[src/rtl/proc_exec_core.sv]
// Execution core of the pulse processor: control FSM, registered ALU and
// instruction pointer. Command memory, register file and qclk live outside.
module proc_exec_core #(
  parameter int DATA_WIDTH     = 32,
  parameter int CMD_ADDR_WIDTH = 8
) (
  input  logic                      clk,
  input  logic                      reset,
  input  logic [7:0]                opcode,
  input  logic [DATA_WIDTH-1:0]     imm_data,
  input  logic [DATA_WIDTH-1:0]     reg_data0,
  input  logic [DATA_WIDTH-1:0]     reg_data1,
  input  logic [DATA_WIDTH-1:0]     qclk_val,
  input  logic [DATA_WIDTH-1:0]     pulse_time,
  input  logic [CMD_ADDR_WIDTH-1:0] jump_addr,
  input  logic                      sync_enable,
  input  logic                      fproc_enable,
  output logic [CMD_ADDR_WIDTH-1:0] instr_ptr,
  output logic [DATA_WIDTH-1:0]     alu_out,
  output logic                      reg_write_en,
  output logic                      qclk_load_en,
  output logic                      cstrobe,
  output logic                      sync_out_ready,
  output logic                      fproc_out_ready,
  output logic                      done
);

  // state   | meaning
  // FETCH   | idle cycle covering command-memory read latency
  // DECODE  | act on instruction class, wait for pulse/sync/fproc
  // ALU_WB  | registered ALU result available, write back / branch
  // HALT    | program finished, pointer frozen until reset
  typedef enum logic [1:0] {FETCH, DECODE, ALU_WB, HALT} state_t;

  localparam logic [3:0] CLS_REG_ALU   = 4'h0;
  localparam logic [3:0] CLS_JUMP_I    = 4'h1;
  localparam logic [3:0] CLS_JUMP_COND = 4'h2;
  localparam logic [3:0] CLS_INC_QCLK  = 4'h4;
  localparam logic [3:0] CLS_PULSE     = 4'h5;
  localparam logic [3:0] CLS_SYNC      = 4'h7;
  localparam logic [3:0] CLS_FPROC     = 4'h8;
  localparam logic [3:0] CLS_DONE      = 4'h9;

  state_t state, state_nxt;

  logic [3:0]            cls;
  logic [2:0]            alu_op;
  logic [DATA_WIDTH-1:0] in0, in1, alu_nxt;
  logic                  cmp_eq, cmp_le, cmp_ge;
  logic                  advance, load, strobe_en;

  assign cls    = opcode[7:4];
  assign alu_op = opcode[2:0];
  assign in0    = opcode[3] ? reg_data0 : imm_data;
  assign in1    = (cls == CLS_INC_QCLK) ? qclk_val : reg_data1;
  assign cmp_eq = (in0 == in1);
  assign cmp_le = ($signed(in0) <= $signed(in1));
  assign cmp_ge = ($signed(in0) >= $signed(in1));

  always_comb begin
    alu_nxt = '0;
    case (alu_op)
      3'b000: alu_nxt = in0;
      3'b001: alu_nxt = in0 + in1;
      3'b010: alu_nxt = in0 - in1;
      3'b011: alu_nxt = {{(DATA_WIDTH-1){1'b0}}, cmp_eq};
      3'b100: alu_nxt = {{(DATA_WIDTH-1){1'b0}}, cmp_le};
      3'b101: alu_nxt = {{(DATA_WIDTH-1){1'b0}}, cmp_ge};
      3'b110: alu_nxt = '0;
      default: alu_nxt = in1;
    endcase
  end

  always_comb begin
    state_nxt       = state;
    advance         = 1'b0;
    load            = 1'b0;
    strobe_en       = 1'b0;
    reg_write_en    = 1'b0;
    qclk_load_en    = 1'b0;
    sync_out_ready  = 1'b0;
    fproc_out_ready = 1'b0;
    done            = 1'b0;
    case (state)
      FETCH: state_nxt = DECODE;
      DECODE: begin
        case (cls)
          CLS_REG_ALU, CLS_JUMP_COND, CLS_INC_QCLK: state_nxt = ALU_WB;
          CLS_JUMP_I: begin
            advance = 1'b1;
            load    = 1'b1;
          end
          CLS_PULSE: begin
            strobe_en = 1'b1;
            advance   = (qclk_val == pulse_time);
          end
          CLS_SYNC: begin
            sync_out_ready = 1'b1;
            advance        = sync_enable;
          end
          CLS_FPROC: begin
            fproc_out_ready = 1'b1;
            advance         = fproc_enable;
          end
          CLS_DONE: state_nxt = HALT;
          default: advance = 1'b1;
        endcase
      end
      ALU_WB: begin
        advance = 1'b1;
        case (cls)
          CLS_REG_ALU:   reg_write_en = 1'b1;
          CLS_INC_QCLK:  qclk_load_en = 1'b1;
          CLS_JUMP_COND: load = alu_out[0];
          default: ;
        endcase
      end
      default: done = 1'b1;
    endcase
    if (advance) state_nxt = FETCH;
  end

  assign cstrobe = strobe_en & (qclk_val == pulse_time);

  always_ff @(posedge clk) begin
    if (!reset) begin
      state     <= FETCH;
      instr_ptr <= '0;
      alu_out   <= '0;
    end else begin
      state   <= state_nxt;
      alu_out <= alu_nxt;
      if (advance)
        instr_ptr <= load ? jump_addr : instr_ptr + {{(CMD_ADDR_WIDTH-1){1'b0}}, 1'b1};
    end
  end

endmodule

[config.mk]
export PLATFORM = sky130hd
export DESIGN_NAME = proc_exec_core
export DESIGN_NICKNAME = d
export VERILOG_FILES = /design/src/rtl/proc_exec_core.sv
export SDC_FILE = /design/constraint.sdc
export NUM_CORES = 1
export LEC_CHECK = 0
export CORE_MARGIN = 2
export CORE_UTILIZATION = 47
export DETAILED_ROUTE_END_ITERATION = 12
export MAX_ROUTING_LAYER = met4
export PLACE_DENSITY = 0.83
export RECOVER_POWER = 25
export SETUP_SLACK_MARGIN = 0.15
export SLEW_MARGIN = 20
export SYNTH_ARGS = -nofsm -noshare
export SYNTH_HDL_FRONTEND = slang
export SYNTH_SLANG_ARGS = --single-unit
[constraint.sdc]
create_clock -name clk -period 15.2 [get_ports clk]
set_clock_uncertainty 0.2 [all_clocks]
set_input_delay 1.52 -clock clk [delete_from_list [all_inputs] [get_ports clk]]
set_output_delay 1.52 -clock clk [all_outputs]
set_load 0.1 [all_outputs]
==> metrics.txt <==
final antenna-violating net count=0; post-synth top area share=12.09%; Synth warnings=0; worst hold slack=339.0 ps; number of global-route vias before repair=7918; DRC viols=0; worst r2r src=state[1]; PwrDens=72.43 nW/um2; initial antenna violation count=1; Critical Path Source=qclk_val[16]; Seq/Total Area, Yosys=11.77%; Fmax achieved=149.1 MHz; DRT iter0 DRCs=1076; Die ar.=16200 um2; Post-synth EDFFs=0; status=complete, no violations; drt total wl=28.11 mm; cts bufs inserted=5; Critical Path AT=4990 ps; Sw Ratio=47.69%; Clock Tree Root=clkbuf_16; post-cts resize count=0; largest net degree at the start of global routing=36; reg2reg setup slack=12200 ps; Fin Setup TNS=0 ps; crit path time final=6709 ps; Seq cells post-synth=42; crit-path max FO=2; Async SR Flop Fraction=0%; clock share of power=18.2%; global-route usage over all layers=34.71%; FP Rows=45; routed vias/inst=6.268; Num Clock Sinks=42; crit share post-route=44.14%; Skew-Pair Late Insertion Delay=300 ps; kind of critical path=in2out; GPL Wtd Cong=1.004; Synth cell types=77; LEAKAGE=3.869 nW; Syn Inst Count=982; clk buf depth=2; WP data required=13480 ps; Die Y=127.3 um; NetSw=332.5 uW; Max-Cap Viols=0; Max IR drop VDD=0.04270 mV; CTS tree=yes; Avg WL per Cell=20.81 um; internal power=364.7 uW; total core area=15030 um2; final hold vios=0; layout cells sized above 1=6.368%; crit end category=primary output; nets=1411; sequential share of power=18.2%; RSZ-0062 raised after global routing=no; Synth area leader=ha_1; top_reg_cell synth=dfxtp_1; Mapped Area=7143 um2; Worst Setup EP=cstrobe; DPL Wire Length=22.14 mm; top cells by area, synth=ha_1 12%, dfxtp_1 12%, a21oi_1 6.1%; die span in x=127.3 um; Synthesized Nets=1232; CTS clk-pin slew, worst paths=60 ps; Reg2Reg Depth=9; Port Buffers=225; crit start category=primary input; Worst R2R End=instr_ptr[6]; P&R area growth vs syn=34.75%; post-CTS setup buffer count=0; Post-CTS Hold Fix Bufs=0; H-tree depth=2; Comb power frac=63.6%; Pre-Repair DR Iteration Count=5; Final Setup Violations=0; Initial Util=47.52%; vias=8468; IO Count=226; Max-slew headroom=16.96%; Worst-Margin Slew=1234 ps; hold crit path type=reg2reg; Avg Inst Size Synth=7.274 um2; GRT overflow=0; first-pass GRT wire length=42.88 mm; Max Slew Vio Count=0
worst max-delay path, stage by stage:
cell	delay, ps
clkdlybuf4s50_1	460
xor2_1	190
nor4_1	1020
nand4_1	160
nor4_1	420
clkdlybuf4s50_1	1210
cells by family after synthesis:
kind of cell	Yosys count	synth area share (%)
AOI/OAI and AO/OA	335	32.11
and+or+nand+nor	279	19.92
DFF	42	11.77
buffers and inverters	139	7.462
xor gates and xnor gates	43	5.272
adders and majority gates	70	12.37
muxes	74	11.11
how the worst min path moves through the flow:
stage                  from           end  cells after the start
6_report       instr_ptr[0]  instr_ptr[0]                      2
5_1_grt        instr_ptr[0]  instr_ptr[0]                      2
4_1_cts        instr_ptr[0]  instr_ptr[0]                      2
3_5_place_dp   instr_ptr[0]  instr_ptr[0]                      2
3_3_place_gp   instr_ptr[0]  instr_ptr[0]                      2
2_1_floorplan      state[0]      state[0]                      2
placed cells by master (no fill, tap or decap), drive strengths merged, types with 16 or more instances in the layout:
cell type,Yosys,layout
ha,69,69
mux2,39,39
nand2,49,49
nor2,84,84
a21oi,87,87
xnor2,24,24
xor2,19,19
mux2i,35,35
nor3,28,28
inv,78,78
dfxtp,42,42
o21ai,63,63
nand2b,16,16
clkdlybuf4s50,0,202
dlygate4sd3,0,22
o21a,16,16
power by group through the flow:
stage                     registers [mW]  clock network (mW)  logic [mW]
after floorplan                    0.200                   0       0.224
after global placement             0.129                   0       0.432
after detailed placement           0.130                   0       0.434
after CTS                          0.127               0.130       0.437
after global routing               0.128               0.134       0.473
final                              0.127               0.127       0.443
routing by layer:
metal / share of wire (%) / routed length [um] / global-route usage (%)
met1: 41 / 11430 / 43.03
met2: 45 / 12510 / 54.33
met3: 11 / 2999 / 9.087
met4: 4.2 / 1170 / 12.99
met5: 0 / 0 / -
state kept, by name, summed over array words and instances (netlist names):
signal,flops
instr_ptr,8
alu_out,32
state,2
per-stage QoR:
step           setup slack (ps)  util [%]  power [mW]  cell area, um2  std cells
2_1_floorplan              8374         -      0.4240            7143        982
3_3_place_gp               8609     62.90      0.5607            9457       1342
5_1_grt                    8549     64.03      0.7357            9625       1351
6_report                   8491     64.03      0.6972            9625       1351
3_5_place_dp               8548     62.90      0.5637            9457       1342
4_1_cts                    8658     64.01      0.6947            9623       1350
cells in the mapped netlist (5+ instances only):
library cell and instances:
and2_1 10, a21oi_1 87, nand3b_1 5, a31oi_1 13
nand4_1 12, o31ai_1 8, mux2_2 38, o221ai_1 8
a222oi_1 6, o21ai_0 58, o22ai_1 13, or2_2 5
a311o_1 6, xnor2_1 24, a221o_1 12, a21o_1 14
nor2_1 84, inv_1 77, xor2_1 19, dfxtp_1 42
and3_1 8, nand2_1 49, o21ai_1 5, o21bai_1 14
o21a_1 16, nand2b_1 16, nor4_1 10, o211ai_1 8
nor2b_1 14, a22oi_1 9, ha_1 69, clkbuf_1 53
nand3_1 15, nor3_1 28, a211oi_1 10, a221oi_1 8
mux2i_1 35
area by class of cell:
cell class	instances	area (um2)
fill	1341	5408
sequential	42	840.8
multi-input combinational	801	5781
timing repair buffer	233	2307
inverter	78	292.8
clock inverter	2	37.54
clock buffer	6	128.9
antenna	1	2.502
tap	188	235.2
No activity file was read; power rests on OpenSTA's default activity.
